$ cat src/rtl/softmax_normalize_16_pkg.sv
`default_nettype none
// ============================================================================
// Module   : softmax_normalize_16_pkg
// Brief    : Shared sizes and FSM state encoding for the softmax normalize stage.
// Revision : 1.0
// ============================================================================
package softmax_normalize_16_pkg;

    localparam int SOFTMAX_DATA_SIZE  = 16;
    localparam int SOFTMAX_SUM_SIZE   = 20;
    localparam int SOFTMAX_NUM_INPUTS = 10;

    typedef enum logic [2:0] {
        ST_COLLECT = 3'd0,
        ST_LOAD    = 3'd1,
        ST_ITER    = 3'd2,
        ST_EMIT    = 3'd3,
        ST_FINISH  = 3'd4
    } softmax_state_t;

    // Width of a counter that must be able to hold the value n itself.
    function automatic int cnt_width(input int n);
        return $clog2(n + 1);
    endfunction

endpackage
`default_nettype wire

$ cat src/rtl/softmax_restoring_divider.sv
`default_nettype none
// ============================================================================
// Module   : softmax_restoring_divider
// Brief    : Bit-serial restoring divider producing a 0.DATA_SIZE fraction.
// Revision : 1.0
// ============================================================================
module softmax_restoring_divider
    import softmax_normalize_16_pkg::*;
#(
    parameter int DATA_SIZE = SOFTMAX_DATA_SIZE,
    parameter int SUM_SIZE  = SOFTMAX_SUM_SIZE
) (
    input  logic                 clock_i,
    input  logic                 reset_i,
    input  logic                 i_start,
    input  logic [DATA_SIZE-1:0] i_dividend,
    input  logic [SUM_SIZE-1:0]  i_divisor,
    output logic                 o_busy,
    output logic                 o_done,
    output logic [DATA_SIZE-1:0] o_quotient
);

    localparam int c_iter_w = $clog2(DATA_SIZE);
    localparam logic [c_iter_w-1:0] c_last = c_iter_w'(DATA_SIZE - 1);

    // One spare bit so the doubled remainder never loses its MSB.
    logic [SUM_SIZE:0]    r_rem;
    logic [SUM_SIZE-1:0]  r_div;
    logic [DATA_SIZE-1:0] r_quo;
    logic [c_iter_w-1:0]  r_cnt;
    logic                 r_busy;
    logic                 r_zero;
    logic                 r_sat;

    logic [SUM_SIZE:0]    w_rem_sh;
    logic [SUM_SIZE:0]    w_div_ext;
    logic                 w_ge;

    assign w_rem_sh  = r_rem << 1;
    assign w_div_ext = {1'b0, r_div};
    assign w_ge      = (w_rem_sh >= w_div_ext);

    always_ff @(posedge clock_i) begin
        if (reset_i) begin
            r_rem  <= '0;
            r_div  <= '0;
            r_quo  <= '0;
            r_cnt  <= '0;
            r_busy <= 1'b0;
            r_zero <= 1'b0;
            r_sat  <= 1'b0;
        end else if (i_start) begin
            r_rem  <= (SUM_SIZE + 1)'(i_dividend);
            r_div  <= i_divisor;
            r_quo  <= '0;
            r_cnt  <= '0;
            r_busy <= 1'b1;
            r_zero <= (i_divisor == '0);
            r_sat  <= (SUM_SIZE'(i_dividend) == i_divisor);
        end else if (r_busy) begin
            r_rem <= w_ge ? (w_rem_sh - w_div_ext) : w_rem_sh;
            r_quo <= {r_quo[DATA_SIZE-2:0], w_ge};
            r_cnt <= r_cnt + c_iter_w'(1);
            if (r_cnt == c_last) begin
                r_busy <= 1'b0;
            end
        end
    end

    // Done flags the cycle of the final iteration; the quotient is settled next cycle.
    assign o_busy     = r_busy;
    assign o_done     = r_busy && (r_cnt == c_last);
    // An empty sum wins over saturation, since 0 == 0 would otherwise read as a full share.
    assign o_quotient = r_zero ? '0 :
                        r_sat  ? '1 : r_quo;

endmodule
`default_nettype wire

$ cat src/rtl/softmax_normalize_16.sv
`default_nettype none
// ============================================================================
// Module   : softmax_normalize_16
// Brief    : Buffers one frame of exp values, then emits each divided by the frame sum.
// Revision : 1.0
// ============================================================================
module softmax_normalize_16
    import softmax_normalize_16_pkg::*;
#(
    parameter int DATA_SIZE  = SOFTMAX_DATA_SIZE,
    parameter int NUM_INPUTS = SOFTMAX_NUM_INPUTS,
    parameter int SUM_SIZE   = SOFTMAX_SUM_SIZE
) (
    input  logic                 clock_i,
    input  logic                 reset_i,
    input  logic [DATA_SIZE-1:0] exp_data_i,
    input  logic                 exp_data_valid_i,
    input  logic                 exp_done_i,
    output logic [DATA_SIZE-1:0] softmax_data_o,
    output logic                 softmax_data_valid_o,
    output logic                 softmax_done_o,
    output logic                 overflow_o
);

    localparam int c_cnt_w = cnt_width(NUM_INPUTS);
    localparam logic [c_cnt_w-1:0] c_num = c_cnt_w'(NUM_INPUTS);

    softmax_state_t r_state;
    softmax_state_t w_next;

    logic [DATA_SIZE-1:0] r_buf [NUM_INPUTS];
    logic [c_cnt_w-1:0]   r_wr_cnt;
    logic [c_cnt_w-1:0]   r_rd_ptr;
    logic [SUM_SIZE-1:0]  r_sum;
    logic [DATA_SIZE-1:0] r_data;
    logic                 r_valid;
    logic                 r_done;
    logic                 r_ovf;

    logic                 w_collect;
    logic                 w_accept;
    logic                 w_drop;
    logic [c_cnt_w-1:0]   w_rd_ptr_nxt;
    logic                 w_div_start;
    logic                 w_div_busy;
    logic                 w_div_done;
    logic [DATA_SIZE-1:0] w_div_quotient;

    assign w_collect    = (r_state == ST_COLLECT);
    assign w_accept     = w_collect && exp_data_valid_i && (r_wr_cnt < c_num);
    assign w_drop       = w_collect && exp_data_valid_i && (r_wr_cnt == c_num);
    assign w_rd_ptr_nxt = r_rd_ptr + c_cnt_w'(1);
    assign w_div_start  = (r_state == ST_LOAD);

    softmax_restoring_divider #(
        .DATA_SIZE (DATA_SIZE),
        .SUM_SIZE  (SUM_SIZE)
    ) u_divider (
        .clock_i    (clock_i),
        .reset_i    (reset_i),
        .i_start    (w_div_start),
        .i_dividend (r_buf[r_rd_ptr]),
        .i_divisor  (r_sum),
        .o_busy     (w_div_busy),
        .o_done     (w_div_done),
        .o_quotient (w_div_quotient)
    );

    always_comb begin
        w_next = r_state;
        unique case (r_state)
            ST_COLLECT: begin
                // A datum arriving alongside done still belongs to this frame.
                if (exp_done_i) begin
                    w_next = ((r_wr_cnt != '0) || w_accept) ? ST_LOAD : ST_FINISH;
                end
            end
            ST_LOAD:   w_next = ST_ITER;
            ST_ITER: begin
                if (w_div_done || !w_div_busy) begin
                    w_next = ST_EMIT;
                end
            end
            ST_EMIT:   w_next = (w_rd_ptr_nxt == r_wr_cnt) ? ST_FINISH : ST_LOAD;
            ST_FINISH: w_next = ST_FINISH;
            default:   w_next = ST_COLLECT;
        endcase
    end

    always_ff @(posedge clock_i) begin
        if (reset_i) begin
            r_state  <= ST_COLLECT;
            r_wr_cnt <= '0;
            r_rd_ptr <= '0;
            r_sum    <= '0;
            r_data   <= '0;
            r_valid  <= 1'b0;
            r_done   <= 1'b0;
            r_ovf    <= 1'b0;
        end else begin
            r_state <= w_next;
            r_valid <= 1'b0;
            if (w_accept) begin
                r_sum    <= r_sum + SUM_SIZE'(exp_data_i);
                r_wr_cnt <= r_wr_cnt + c_cnt_w'(1);
            end
            if (w_drop) begin
                r_ovf <= 1'b1;
            end
            if (r_state == ST_EMIT) begin
                r_data   <= w_div_quotient;
                r_valid  <= 1'b1;
                r_rd_ptr <= w_rd_ptr_nxt;
            end
            if (r_state == ST_FINISH) begin
                r_done <= 1'b1;
            end
        end
    end

    // Frame storage needs no reset: entries are only read after being written.
    always_ff @(posedge clock_i) begin
        if (w_accept) begin
            r_buf[r_wr_cnt] <= exp_data_i;
        end
    end

    assign softmax_data_o       = r_data;
    assign softmax_data_valid_o = r_valid;
    assign softmax_done_o       = r_done;
    assign overflow_o           = r_ovf;

endmodule
`default_nettype wire
$ cat config.mk
export PLATFORM = sky130hd
export DESIGN_NAME = softmax_normalize_16
export DESIGN_NICKNAME = d
export VERILOG_FILES = /design/src/rtl/softmax_normalize_16_pkg.sv /design/src/rtl/softmax_restoring_divider.sv /design/src/rtl/softmax_normalize_16.sv
export SDC_FILE = /design/constraint.sdc
export NUM_CORES = 1
export LEC_CHECK = 0
export CAP_MARGIN = 20
export CORE_UTILIZATION = 61
export CTS_CLUSTER_SIZE = 12
export DETAILED_ROUTE_END_ITERATION = 10
export DONT_BUFFER_PORTS = 1
export GPL_ROUTABILITY_DRIVEN = 1
export PLACE_DENSITY = 0.77
export SETUP_SLACK_MARGIN = 0.3
export SLEW_MARGIN = 20
export SYNTH_ARGS = -nofsm -noshare
export SYNTH_HDL_FRONTEND = slang
export SYNTH_SLANG_ARGS = --single-unit
$ cat constraint.sdc
create_clock -name clock_i -period 7.17 [get_ports clock_i]
set_clock_uncertainty 0.05 [all_clocks]
set_input_delay 0.3585 -clock clock_i [delete_from_list [all_inputs] [get_ports clock_i]]
set_output_delay 0.3585 -clock clock_i [all_outputs]
set_load 0.1 [all_outputs]
# ---- Word level (Yosys, flattened, before mapping)
# Memories as Yosys holds them, arrays and structs flattened. A register that Yosys moved wholly into a read port is not among the register bits.
# Index checks and enable logic that the tools add are counted.
dict set report totals {
  reg_bits 113
  output_inout_bits 19
  mem_bits_rw 160
  in_bits 20
  wordCells 65
  n_memories 1
}
# name words width read_ports rd_ports_with_merged_regs wr line_no
set memory_table {}
lappend memory_table {r_buf 10 16 1 1 1 softmax_normalize_16.sv:31} ;# logic [DATA_SIZE-1:0] r_buf [NUM_INPUTS];
dict set report classes {
  order_cmp 2
  addsub 5
  n_eq_ne 10
  n_reduce_logical 13
  mux 18
}
# op count
set op_table {}
lappend op_table {{$mux W16} 4}
lappend op_table {{$ge A21 B20 Y1} 1}
lappend op_table {{$add A20 B16 Y20} 1}
lappend op_table {{$eq A16 B20 Y1} 1}
lappend op_table {{$logic_not A20 Y1} 1}
lappend op_table {{$mux W20} 1}
lappend op_table {{$sub A20 B20 Y20} 1}
lappend op_table {{$pmux W3 S5} 1}
lappend op_table {{$add A4 B1 Y4 const B} 3}
lappend op_table {{$mux W3} 4}
lappend op_table {{$eq A4 B4 Y1 const B} 2}
lappend op_table {{$mux W4} 2}
lappend op_table {{$eq A3 B2 Y1 const B} 2}
lappend op_table {{$mux W1} 6}
lappend op_table {{$eq A4 B4 Y1} 1}
lappend op_table {{$logic_and A1 B1 Y1} 4}
lappend op_table {{$lt A4 B4 Y1 const B} 1}
lappend op_table {{$ne A2 B2 Y1 const B} 2}
lappend op_table {{$reduce_bool A4 Y1} 1}
lappend op_table {{$eq A3 B1 Y1 const B} 1}
lappend op_table {{$eq A3 B3 Y1 const B} 1}
lappend op_table {{$logic_not A3 Y1} 1}
lappend op_table {{$logic_or A1 B1 Y1} 2}
lappend op_table {{$reduce_and A2 Y1} 1}
lappend op_table {{3 further kinds} 3}

# ---- Depth between registers and ports, before layout
# Gate-level depths: netlist of run 1.
dict set report depth {
  ltp_word 7
  ltp_mapped 12
  ltp_nobuf 11
}

# ---- Hierarchy
# Synthesis of run 1 repeated with hierarchy kept, for this count alone.
dict set report hier_totals {
  hier_cells 1115
  area_unflattened_um2 13045.0
}
# mod instances seq_area_each_um2 cells_per_inst area_per_inst_um2
set by_module_without_submodules {}
lappend by_module_without_submodules {softmax_normalize_16 1 5885.6 642 9046.2}
lappend by_module_without_submodules {softmax_restoring_divider 1 1261.2 473 3998.8}

# ---- Worst setup path after synthesis of run 1
# Ideal clock, no wire load.
dict set report synth_timing {
  kind {register to register}
  startpoint {register r_state[2]}
  endpoint {memory r_buf[8][0] (netlist bit), enable pin}
  path_buffers 3
  period_less_slack_ns 2.609
  required_time_ns 6.746
  stages_incl_launch_ff 7
  setup_slack_ns 4.561
  arrival_time_ns 2.185
  setup_ns 0.374
  cell_sequence {dfxtp_1 > clkbuf_1 > nor4b_2 > and2_1 > clkbuf_1 > clkbuf_1 > and3_1}
}
dict set report synth_via {
  elab_chain_len 5
}
# element line_no
set synth_rtl {}
lappend synth_rtl {{from (decl)} softmax_normalize_16.sv:28} ;# softmax_state_t r_state;
lappend synth_rtl {{from (signal assigned)} softmax_normalize_16.sv:101} ;# r_state <= w_next;
lappend synth_rtl {{$logic_not A3 Y1} softmax_normalize_16.sv:49} ;# assign w_collect = (r_state == ST_COLLECT);
lappend synth_rtl {{$logic_and A1 B1 Y1 (2 in series)} softmax_normalize_16.sv:50} ;# assign w_accept = w_collect && exp_data_valid_i && (r_wr_cnt < c_num);
lappend synth_rtl {{$mux W1} softmax_normalize_16.sv:123} ;# if (w_accept) begin
lappend synth_rtl {{$mux W1 (not written as such)} softmax_normalize_16.sv:124} ;# r_buf[r_wr_cnt] <= exp_data_i;
lappend synth_rtl {{to (decl)} softmax_normalize_16.sv:31}
# No other way between the ends.

==> qor.yml, run 1 <==
outcome:
  status: "complete, no violations"
min_path:
  hold_start: "reset_i"
  hold_class: "in2reg"
  whs_path_depth: 3
  holdPathEnd: "u_divider.r_rem[11]"
synth:
  synth_top_family_by_area: "simple AND/OR/NAND/NOR gates"
  synth_warnings: 0
  synth_compound_area_share_pct: 11.10
  ys.flop_type: "edfxtp_1"
  synthXorXnorAreaFrac_pct: 5.331
  synth-seq-cells: 277
  yosys.area_share.adder_pct: 4.357
  synth_area_um2: 12980
  ys_seq_area_share_pct: 55.06
  synth.most_common_cell: "edfxtp_1"
  synth_area_leaders: "edfxtp_1 (37%), dfxtp_1 (18%), mux4_2 (5.2%)"
  synthMuxAreaShare_pct: 9.466
  syn-num-nets: 1194
  synth_cells: 1130
  yosys.cell_types.count: 69
  yosysTopAreaCell: "edfxtp_1"
  async_reset_ff_share_pct: 0
  synth_edf_count: 160
  synth-simple-area-share_pct: 11.81
  synth_top_area_share_pct: 37.02
  avgSynthCellArea_um2: 11.49
  synthTopCellsByCount: "edfxtp_1 (160), nand2_1 (120), dfxtp_1 (117)"
final_layout:
  area_growth_pct: 9.302
  nNetsFinal: 1191
  stdcell_count: 1418
  drive_gt1_share_pct: 8.639
  nFillCells: 1481
setup_path:
  rr_worst_depth: 9
  critPathLaunchType: "flop"
  max_stage_delay_ns: 0.79
  regToRegEndpoint: "u_divider.r_sat"
  cp_top_family: "multiplexers"
  arrival_ns: 3.84
  crit_slowest_cell: "dfxtp_2"
  worstPathCellList: "buf_4 -> mux4_2 -> mux2_2 -> xor2_1 -> nor4_2 -> nand2_1 -> nor4_1 -> a31oi_1 -> o31ai_1"
  critPathKind: "reg2reg"
  path_max_fanout: 26
  critPathCaptureType: "flop"
  crit_buf_inv: 1
  critPathRequiredTime_ns: 7.59
  reg2reg_setup_slack_ns: 3.75
pwr:
  leakage_nw: 4.767
  combPwrFrac_pct: 41.5
  power_switching_w: 0.002208
  p_int_w: 0.003644
  swShare_pct: 37.73
  p_total_w: 0.005852
  p_per_area_nw_per_um2: 412.5
  irDropWorstVdd_v: 0.0002472
  sequentialPowerShare_pct: 35.2
  clkPwrFrac_pct: 23.3
placed_design:
  io_buffers: 0
  gp_congestion: 0.9057
  placed_cells: 1350
  dpl.hpwl_um: 19060
drt:
  drtIter0Drc: 645
  wl_per_cell_um: 20.98
  routed-via-count: 8784
  routed_wirelength_um: 29750
  dr.pass1.iters: 4
  final_antenna_net_count: 0
  drc_errors: 0
  routed_via_density: 6.195
floorplan:
  die_area_um2: 21870
  io_pins: 39
  coreArea_um2: 20560
  chipHeight_um: 147.9
  initial_core_util_pct: 63.13
  fp.dieW_um: 147.9
  rows: 52
timing:
  relSlewSlack_pct: 28.05
  fin_crit_sh_pct: 47.72
  finalSetupViolations: 0
  worstMarginPinSlew_ns: 1.079
  hold_viol: 0
  maxSlewViolCount: 0
  max_freq_mhz: 292.3
  tns_ns: 0
  period_needed_ns: 3.421
  rsz0062_at_grt: "no"
run:
  maxCapViolCount: 0
clocking:
  cts_tree: "done"
  clockRootBuffer: "clkbuf_16"
  htreeDepth: 1
  clock_sinks: 277
  post_cts_buffers: 0
  clock_latency_ns: 0.55
  cts_buffers: 28
  path_clk_slew_ns: 0.06
  clockBufferDepth: 3
global_route:
  grt_pass1_wl_um: 46950
  grt.overflow.total: 0
  antenna_found_initial: 1
  grt_pass1_vias: 8523
  grt_use_total_pct: 28.14
  grt_max_degree: 65
[flip-flops by register name (all words and copies together), names as in the netlist, 3 cells and up, named ones only]
name             cells
r_state              3
r_buf              160
u_divider.r_quo     16
u_divider.r_rem     20
r_rd_ptr             4
u_divider.r_cnt      4
r_sum               20
softmax_data_o      16
u_divider.r_div     20
r_wr_cnt             4
[logic make-up (layout without fill, tap and decap cells)]
| group | Yosys count | in the layout |
|---|---|---|
| mux | 81 | 81 |
| other cells | 0 | 2 |
| simple gates | 328 | 328 |
| buf+inv | 90 | 106 |
| compound gates | 231 | 231 |
| flops | 277 | 277 |
| fa+ha+maj | 44 | 44 |
| xor+xnor | 79 | 79 |
[worst reg2reg max path: stages (launching register included)]
cell and delay [ns]:
dfxtp_2 0.79, buf_4 0.57, mux4_2 0.58, mux2_2 0.30, xor2_1 0.15, nor4_2 0.25
nand2_1 0.08, nor4_1 0.25, a31oi_1 0.08, o31ai_1 0.24
[area by class of cell]
| class | instances | area, µm² | share of cell area [%] |
|---|---|---|---|
| Antenna cell | 2 | 5.005 | 0.03528 |
| Clock buffer | 45 | 814.5 | 5.741 |
| Clock inverter | 4 | 45.04 | 0.3175 |
| Inverter | 31 | 116.4 | 0.8202 |
| Multi-Input combinational cell | 763 | 5464 | 38.51 |
| Sequential cell | 277 | 7149 | 50.39 |
| Tap cell | 270 | 337.8 | 2.381 |
| Timing Repair Buffer | 26 | 255.2 | 1.799 |
[per-layer routing]
metal / vias up / global-route usage (%) / share of wire, %
met2: 303 / 46.58 / 48
met5: - / 0 / 0
met3: 59 / 4.444 / 6.4
li1: 4129 / - / -
met1: 4293 / 37.56 / 42
met4: 0 / 10.57 / 3.6
[how the worst max path moves through the flow]
stage          startpoint              end  slack [ns]  depth (start not counted)
6_report             flop  u_divider.r_sat        3.75                          9
5_1_grt              flop  u_divider.r_sat        3.43                          9
4_1_cts              flop  u_divider.r_sat        3.71                          9
3_5_place_dp         flop  u_divider.r_sat        3.76                          9
3_3_place_gp         flop  u_divider.r_sat        3.80                          9
2_1_floorplan  r_state[2]      r_buf[8][0]        4.56                          6
[per-stage QoR]
stage                     util [%]  hold slack, ns  instance area [µm²]  setup slack, ns
after floorplan                  -          0.3820                12980            4.561
after global placement       63.89          0.3858                13140            3.800
after detailed placement     63.89          0.3921                13140            3.765
after CTS                    68.98         0.01127                14180            3.714
after global routing         69.01         0.02910                14190            3.429
final                        69.01         0.03315                14190            3.749
[power groups by stage]
stage / Combinational (W) / Sequential (W) / Clock [W]
CTS: 0.00241 / 0.00205 / 0.00138
global placement: 0.00233 / 0.00208 / 0
detailed placement: 0.00236 / 0.00209 / 0
finish: 0.00243 / 0.00206 / 0.00137
global route: 0.00268 / 0.00208 / 0.00145
floorplan: 0.00198 / 0.00198 / 0
[what timing repair did]
item | 4_1_cts | 5_1_grt
resized for setup | 0 | 0
hold buffers | 17 | 0
endpoints found under the hold margin | 228 | 0
[cell usage in the layout, fill, tap and decap left out, types with 30 or more instances in the layout]
cell type	n
ha_1	42
mux4_2	30
nor2_1	89
a21oi_1	78
xnor2_1	54
inv_1	31
nand2_1	120
o21ai_0	55
mux2i_1	43
edfxtp_1	160
dfxtp_1	115
No activity file was read; power rests on OpenSTA's default activity.
==> inputs of run 2 (changes only) <==
--- a/config.mk
+++ b/config.mk
@@ -6,12 +6,12 @@
 export NUM_CORES = 1
 export LEC_CHECK = 0
 export CAP_MARGIN = 20
-export CORE_UTILIZATION = 61
+export CORE_UTILIZATION = 58
 export CTS_CLUSTER_SIZE = 12
 export DETAILED_ROUTE_END_ITERATION = 10
 export DONT_BUFFER_PORTS = 1
 export GPL_ROUTABILITY_DRIVEN = 1
-export PLACE_DENSITY = 0.77
+export PLACE_DENSITY = 0.76
 export SETUP_SLACK_MARGIN = 0.3
 export SLEW_MARGIN = 20
 export SYNTH_ARGS = -nofsm -noshare
==> constraint.sdc (replaced) <==
create_clock -name clock_i -period 3.1 [get_ports clock_i]
set_clock_uncertainty 0.05 [all_clocks]
set_input_delay 0.155 -clock clock_i [delete_from_list [all_inputs] [get_ports clock_i]]
set_output_delay 0.155 -clock clock_i [all_outputs]
set_load 0.1 [all_outputs]
==> qor.yml, run 2 (synthesis results as in run 1) <==
final_layout:
  final_cell_mix: "edfxtp_1 (160), nand2_1 (120), dfxtp_1 (113)"
  final_core_util_pct: 68.85  # -0.16 points
  diodes: 0  # -2
  nNetsFinal: 1268  # +6.5%
  fin_area_um2: 15070  # +6.2%
  drive_gt1_share_pct: 11.97  # +3.3 points
  area_growth_pct: 16.12
  stdcell_count: 1500  # +5.8%
  largest_reg_flops: 160  # unchanged
  layout_commonest_cell: "edfxtp_1"
  regMostFlops: "r_buf"
clocking:
  path_clk_slew_ns: 0.06  # about the same
  clockRootBuffer: "clkbuf_16"
  cts_buffers: 29  # +3.6%
  clock_sinks: 277  # unchanged
  clock_latency_ns: 0.55  # about the same
  cts_tree: "done"
  htreeDepth: 1  # unchanged
  clockBufferDepth: 3  # unchanged
placed_design:
  placed_cells: 1381  # +2.3%
  dpl.hpwl_um: 19260  # +1.0%
  io_buffers: 0  # unchanged
  gp_congestion: 0.9019  # -0.42%
  dpl_cell_area_um2: 13330  # +1.5%
drt:
  drc_errors: 0  # unchanged
  routed_wirelength_um: 30590  # +2.8%
  wl_per_cell_um: 20.40  # -2.8%
  routed_via_density: 6.003  # -3.1%
  drtIter0Drc: 727  # +13%
  dr.pass1.iters: 5  # +1
  final_antenna_net_count: 0  # unchanged
  routed-via-count: 9004  # +2.5%
global_route:
  grt_pass1_vias: 8468  # -0.65%
  grt_use_total_pct: 27.07  # -1.1 points
  grt.overflow.total: 0  # unchanged
  met1_usage_pct: 38.34  # +0.78 points
  met3_usage_pct: 3.743  # -0.70 points
  grt_util_met2_pct: 42.74  # -3.8 points
  grt_pass1_wl_um: 46730  # -0.46%
  antenna_found_initial: 1  # unchanged
  grt_max_degree: 45  # -31%
  top_usage_layer: "met2"
run:
  maxCapViolCount: 0  # unchanged
timing:
  whs_ns: 0.02434  # -0.008816 ns
  hold_viol: 0  # unchanged
  maxSlewViolCount: 0  # unchanged
  period_needed_ns: 2.714  # -0.7074 ns
  max_freq_mhz: 368.5  # +26%
  fin_crit_sh_pct: 87.55  # +40 points
  rsz0062_at_grt: "yes"
  relSlewSlack_pct: 34.67  # +6.6 points
  tns_ns: 0  # unchanged
  worstMarginPinSlew_ns: 0.9786  # -0.1007 ns
  finalSetupViolations: 0  # unchanged
setup_path:
  arrival_ns: 3.14  # -0.70 ns
  crit_slowest_cell: "ha_1"
  critPathCaptureType: "flop"
  critPathKind: "reg2reg"
  cp_top_family: "compound AO/OA/AOI/OAI gates"
  path_max_fanout: 6  # -77%
  worstPathCellList: "inv_1 -> ha_1 -> a21oi_2 -> nor2b_4 -> nor4_2 -> o21ai_2 -> a311oi_2 -> buf_6 -> o21ai_0 -> a311o_1 -> a21oi_1"
  critPathLaunchType: "flop"
  crit_buf_inv: 2  # +1
  critPathRequiredTime_ns: 3.53  # -4.06 ns
  max_stage_delay_ns: 0.40  # -0.39 ns
outcome:
  status: "complete, no violations"
pwr:
  p_per_area_nw_per_um2: 974.6  # +140%
  irDropWorstVdd_v: 0.0007127  # +190%
  leakage_nw: 5.276  # +11%
min_path:
  hold_class: "in2reg"
floorplan:
  fp.dieW_um: 151.6  # +2.5%
  coreArea_um2: 21890  # +6.5%
  io_pins: 39  # unchanged
  chipHeight_um: 151.6  # +2.5%
  rows: 54  # +3.8%
  die_area_um2: 22980  # +5.1%
  initial_core_util_pct: 59.29  # -3.8 points
## run 2: repair_timing
action	CTS	global route
setup endpoints to repair	3	33
hold buffers	61	1
buffers inserted	0	9
resized for setup	2	24
gates cloned	0	1
endpoints found under the hold margin	240	16
pin swaps	0	9
## run 2: per-stage QoR
step | setup WS, ns | power, W
6_report | 0.3861 | 0.01469
5_1_grt | 0.1867 | 0.01548
4_1_cts | 0.2844 | 0.01419
3_5_place_dp | 0.3133 | 0.01049
3_3_place_gp | 0.3722 | 0.01046
2_1_floorplan | 0.4911 | 0.009171
## run 2: worst paths after layout
kind	from	to	cells past startpoint	slack, ns
worst max-delay path	u_divider.r_div[6]	u_divider.r_rem[8]	11	0.39
worst min register to register	u_divider.r_rem[19]	u_divider.r_rem[19]	2	0.44
worst max register to register	u_divider.r_div[6]	u_divider.r_rem[8]	11	0.39
worst min-delay path	exp_data_i[15]	r_sum[15]	4	0.02
## run 2: cell type report
class	count	area [µm²]
Sequential cell	277	7154
Fill cell	1562	6819
Multi-Input combinational cell	763	5555
Timing Repair Buffer	102	957.2
Clock buffer	40	787.0
Tap cell	280	350.3
Clock inverter	7	151.4
Inverter	31	116.4
## run 2: where the power goes
part | total [W] | switching (W) | internal [W]
registers | 0.00472 | 0.000436 | 0.00428
logic | 0.00652 | 0.00368 | 0.00284
clock network | 0.00345 | 0.00136 | 0.00209
total | 0.0147 | 0.00547 | 0.00922
## run 2: worst reg2reg max path, cell delays in order (launching register included)
cell	delay (ns)
dfxtp_1	0.33
inv_1	0.05
ha_1	0.40
a21oi_2	0.22
nor2b_4	0.07
nor4_2	0.31
o21ai_2	0.11
a311oi_2	0.36
buf_6	0.19
o21ai_0	0.08
a311o_1	0.34
a21oi_1	0.15
## run 2: metal layers
metal  routed length [µm]  up-vias
met5                    0        -
li1                     -     4280
met1                13640     4364
met4                 1007        0
met3                 1798       66
met2                14150      294
==> inputs of run 3 (changes only) <==
--- a/config.mk
+++ b/config.mk
@@ -5,13 +5,14 @@
 export SDC_FILE = /design/constraint.sdc
 export NUM_CORES = 1
 export LEC_CHECK = 0
+export ABC_AREA = 1
+export BUFFER_PORTS_ARGS = -buffer_cell sky130_fd_sc_hd__buf_2
 export CAP_MARGIN = 20
-export CORE_UTILIZATION = 58
+export CORE_UTILIZATION = 57
 export CTS_CLUSTER_SIZE = 12
 export DETAILED_ROUTE_END_ITERATION = 10
-export DONT_BUFFER_PORTS = 1
 export GPL_ROUTABILITY_DRIVEN = 1
-export PLACE_DENSITY = 0.76
+export PLACE_DENSITY = 0.77
 export SETUP_SLACK_MARGIN = 0.3
 export SLEW_MARGIN = 20
 export SYNTH_ARGS = -nofsm -noshare
==> qor.yml, run 3 <==
timing:
  rsz0062_at_grt: "no"
  fin_crit_sh_pct: 78.89  # -8.7 points
  period_needed_ns: 2.446  # -0.2683 ns
  finalSetupViolations: 0  # unchanged
  worstMarginPinSlew_ns: 0.8519  # -0.1267 ns
  max_freq_mhz: 408.9  # +11%
  tns_ns: 0  # unchanged
  relSlewSlack_pct: 43.15  # +8.5 points
  maxSlewViolCount: 0  # unchanged
  hold_viol: 0  # unchanged
  whs_ns: 0.1011  # +0.07678 ns
global_route:
  grt_pass1_wl_um: 52700  # +13%
  grt_max_degree: 45  # unchanged
  grt_pass1_vias: 10440  # +23%
  antenna_found_initial: 0  # -1
  grt_use_total_pct: 27.43  # +0.36 points
  grt.overflow.total: 0  # unchanged
clocking:
  clock_sinks: 277  # unchanged
  cts_tree: "done"
  clock_latency_ns: 0.56  # about the same
  clockRootBuffer: "clkbuf_16"
  path_clk_slew_ns: 0.06  # about the same
  clockBufferDepth: 3  # unchanged
  htreeDepth: 1  # unchanged
  cts_buffers: 29  # unchanged
synth:
  synth_area_um2: 13520  # +4.1%
  yosysTopAreaCell: "edfxtp_1"
  synth_area_leaders: "edfxtp_1 (36%), dfxtp_1 (17%), nand2_1 (9.2%)"
  synth_cells: 1553  # +37%
  synthTopCellsByCount: "nand2_1 (333), edfxtp_1 (160), inv_1 (148)"
  synth-seq-cells: 277  # unchanged
  async_reset_ff_share_pct: 0  # unchanged
  ys.flop_type: "edfxtp_1"
  synth_top_area_share_pct: 35.55  # -1.5 points
  syn-num-nets: 1617  # +35%
  avgSynthCellArea_um2: 8.704  # -24%
  synth_warnings: 0  # unchanged
  yosys.cell_types.count: 50  # -28%
  synth_edf_count: 160  # unchanged
  synth.most_common_cell: "nand2_1"
  ys_seq_area_share_pct: 52.87  # -2.2 points
setup_path:
  critPathLaunchType: "flop"
  reg2reg_setup_slack_ns: 0.65  # +0.27 ns
  arrival_ns: 2.84  # -0.30 ns
  rr_worst_depth: 11  # unchanged
  path_max_fanout: 5  # -1
  regToRegEndpoint: "r_sum[12]"
  critPathRequiredTime_ns: 3.50  # -0.03 ns
  r2r_start: "r_sum[0]"
  critPathCaptureType: "flop"
  critPathKind: "reg2reg"
drt:
  drtIter0Drc: 880  # +21%
  routed_via_density: 5.669  # -5.6%
  drc_errors: 0  # unchanged
  wl_per_cell_um: 16.88  # -17%
  routed_wirelength_um: 32610  # +6.6%
  dr.pass1.iters: 5  # unchanged
  final_antenna_net_count: 0  # unchanged
  routed-via-count: 10950  # +22%
final_layout:
  stdcell_count: 1932  # +29%
  layout_commonest_cell: "nand2_1"
  nFillCells: 1797  # +15%
  drive_gt1_share_pct: 10.19  # -1.8 points
  regMostFlops: "r_buf"
  nNetsFinal: 1662  # +31%
  largest_reg_flops: 160  # unchanged
  diodes: 0  # unchanged
  fin_area_um2: 15080  # about the same
  final_cell_mix: "nand2_1 (333), edfxtp_1 (160), inv_1 (148)"
  area_growth_pct: 11.57
run:
  maxCapViolCount: 0  # unchanged
floorplan:
  io_pins: 39  # unchanged
  die_area_um2: 24330  # +5.9%
  chipHeight_um: 156.0  # +2.9%
  coreArea_um2: 22920  # +4.7%
  rows: 55  # +1.9%
  initial_core_util_pct: 58.98  # -0.31 points
  fp.dieW_um: 156.0  # +2.9%
placed_design:
  gp_congestion: 0.9635  # +6.8%
  dpl.hpwl_um: 21730  # +13%
  io_buffers: 38  # +38
  placed_cells: 1862  # +35%
  dpl_cell_area_um2: 14020  # +5.2%
min_path:
  whs_path_depth: 5  # +1
  holdPathEnd: "overflow_o"
  hold_class: "in2reg"
  hold_start: "exp_data_valid_i"
outcome:
  status: "complete, no violations"
pwr:
  p_per_area_nw_per_um2: 1110  # +14%
  p_total_w: 0.01674  # +14%
  leakage_nw: 6.141  # +16%
  irDropWorstVdd_v: 0.001155  # +62%
[run 3: cell types whose count changed in the layout (fill, tap and decap cells not counted), moves of 41 or more]
cell,delta
nand2_1,+213
nand3_1,+124
inv_1,+117
o21ai_0,+66
dlygate4sd3_1,-43
mux2i_1,-43
xnor2_1,-42
a21oi_1,+41
nor2_1,+41
[run 3: report_power, final]
part / total [W] / internal [W] / switching [W] / leakage (nW)
Sequential: 0.00479 / 0.00441 / 0.000376 / 2.40
Combinational: 0.00875 / 0.00290 / 0.00585 / 3.32
Clock: 0.00320 / 0.00181 / 0.00139 / 0.422
[run 3: cell type report]
| cell class | instances | area [µm²] | area share, % |
|---|---|---|---|
| inverter | 154 | 578.1 | 3.833 |
| timing repair buffer | 83 | 585.6 | 3.883 |
| clock buffer | 44 | 812.0 | 5.385 |
| sequential | 277 | 7148 | 47.40 |
| multi-input combinational | 1053 | 5507 | 36.51 |
| tap | 313 | 391.6 | 2.597 |
| clock inverter | 8 | 58.81 | 0.3899 |
[run 3: cells by family after synthesis]
family / share of synthesized area [%]
buf+inv: 6.757
flops: 52.87
xor+xnor: 1.296
simple gates: 21.38
fa+ha+maj: 4.184
compound gates: 13.51
[run 3: per-layer routing]
layer | wire (µm) | vias to the layer above | global-route usage, %
li1 | - | 5340 | -
met4 | 857 | 0 | 9.150
met2 | 15260 | 428 | 45.30
met5 | 0 | - | 0
met1 | 14100 | 5123 | 37.47
met3 | 2402 | 62 | 3.417
[run 3: repair_timing]
action	in CTS	in global routing
endpoints found under the hold margin	162	0
gates resized for setup	0	1
buffers inserted	0	0
hold buffers	18	0
endpoints found under the setup margin	0	8
[run 3: stage by stage]
| step | utilization [%] | setup slack, ns |
|---|---|---|
| 2_1_floorplan | - | 0.4075 |
| 6_report | 65.81 | 0.6543 |
| 3_3_place_gp | 61.19 | 0.6072 |
| 3_5_place_dp | 61.19 | 0.5298 |
| 5_1_grt | 65.81 | 0.4853 |
| 4_1_cts | 65.78 | 0.5177 |
[run 3: worst max-delay path, stage by stage, from the launching register on]
cell and delay, ns:
dfxtp_1 0.36, ha_1 0.29, fa_1 0.42, nand3_1 0.09, nand2_1 0.10, a21boi_1 0.33, o21ai_1 0.18, a21oi_1 0.20
or2_0 0.13, nand3_1 0.08, nand2_1 0.08, inv_1 0.03
[run 3: worst max path at each step]
stage	endpoint	slack [ns]	start	depth (start not counted)
after floorplan	r_buf[0][0]	0.41	r_state[0]	6
after global placement	u_divider.r_rem[8]	0.61	u_divider.r_div[12]	11
after global routing	u_divider.r_rem[3]	0.49	u_divider.r_div[12]	11
after CTS	u_divider.r_rem[7]	0.52	u_divider.r_div[12]	11
final	r_sum[12]	0.65	r_sum[0]	11
after detailed placement	u_divider.r_rem[7]	0.53	u_divider.r_div[12]	11
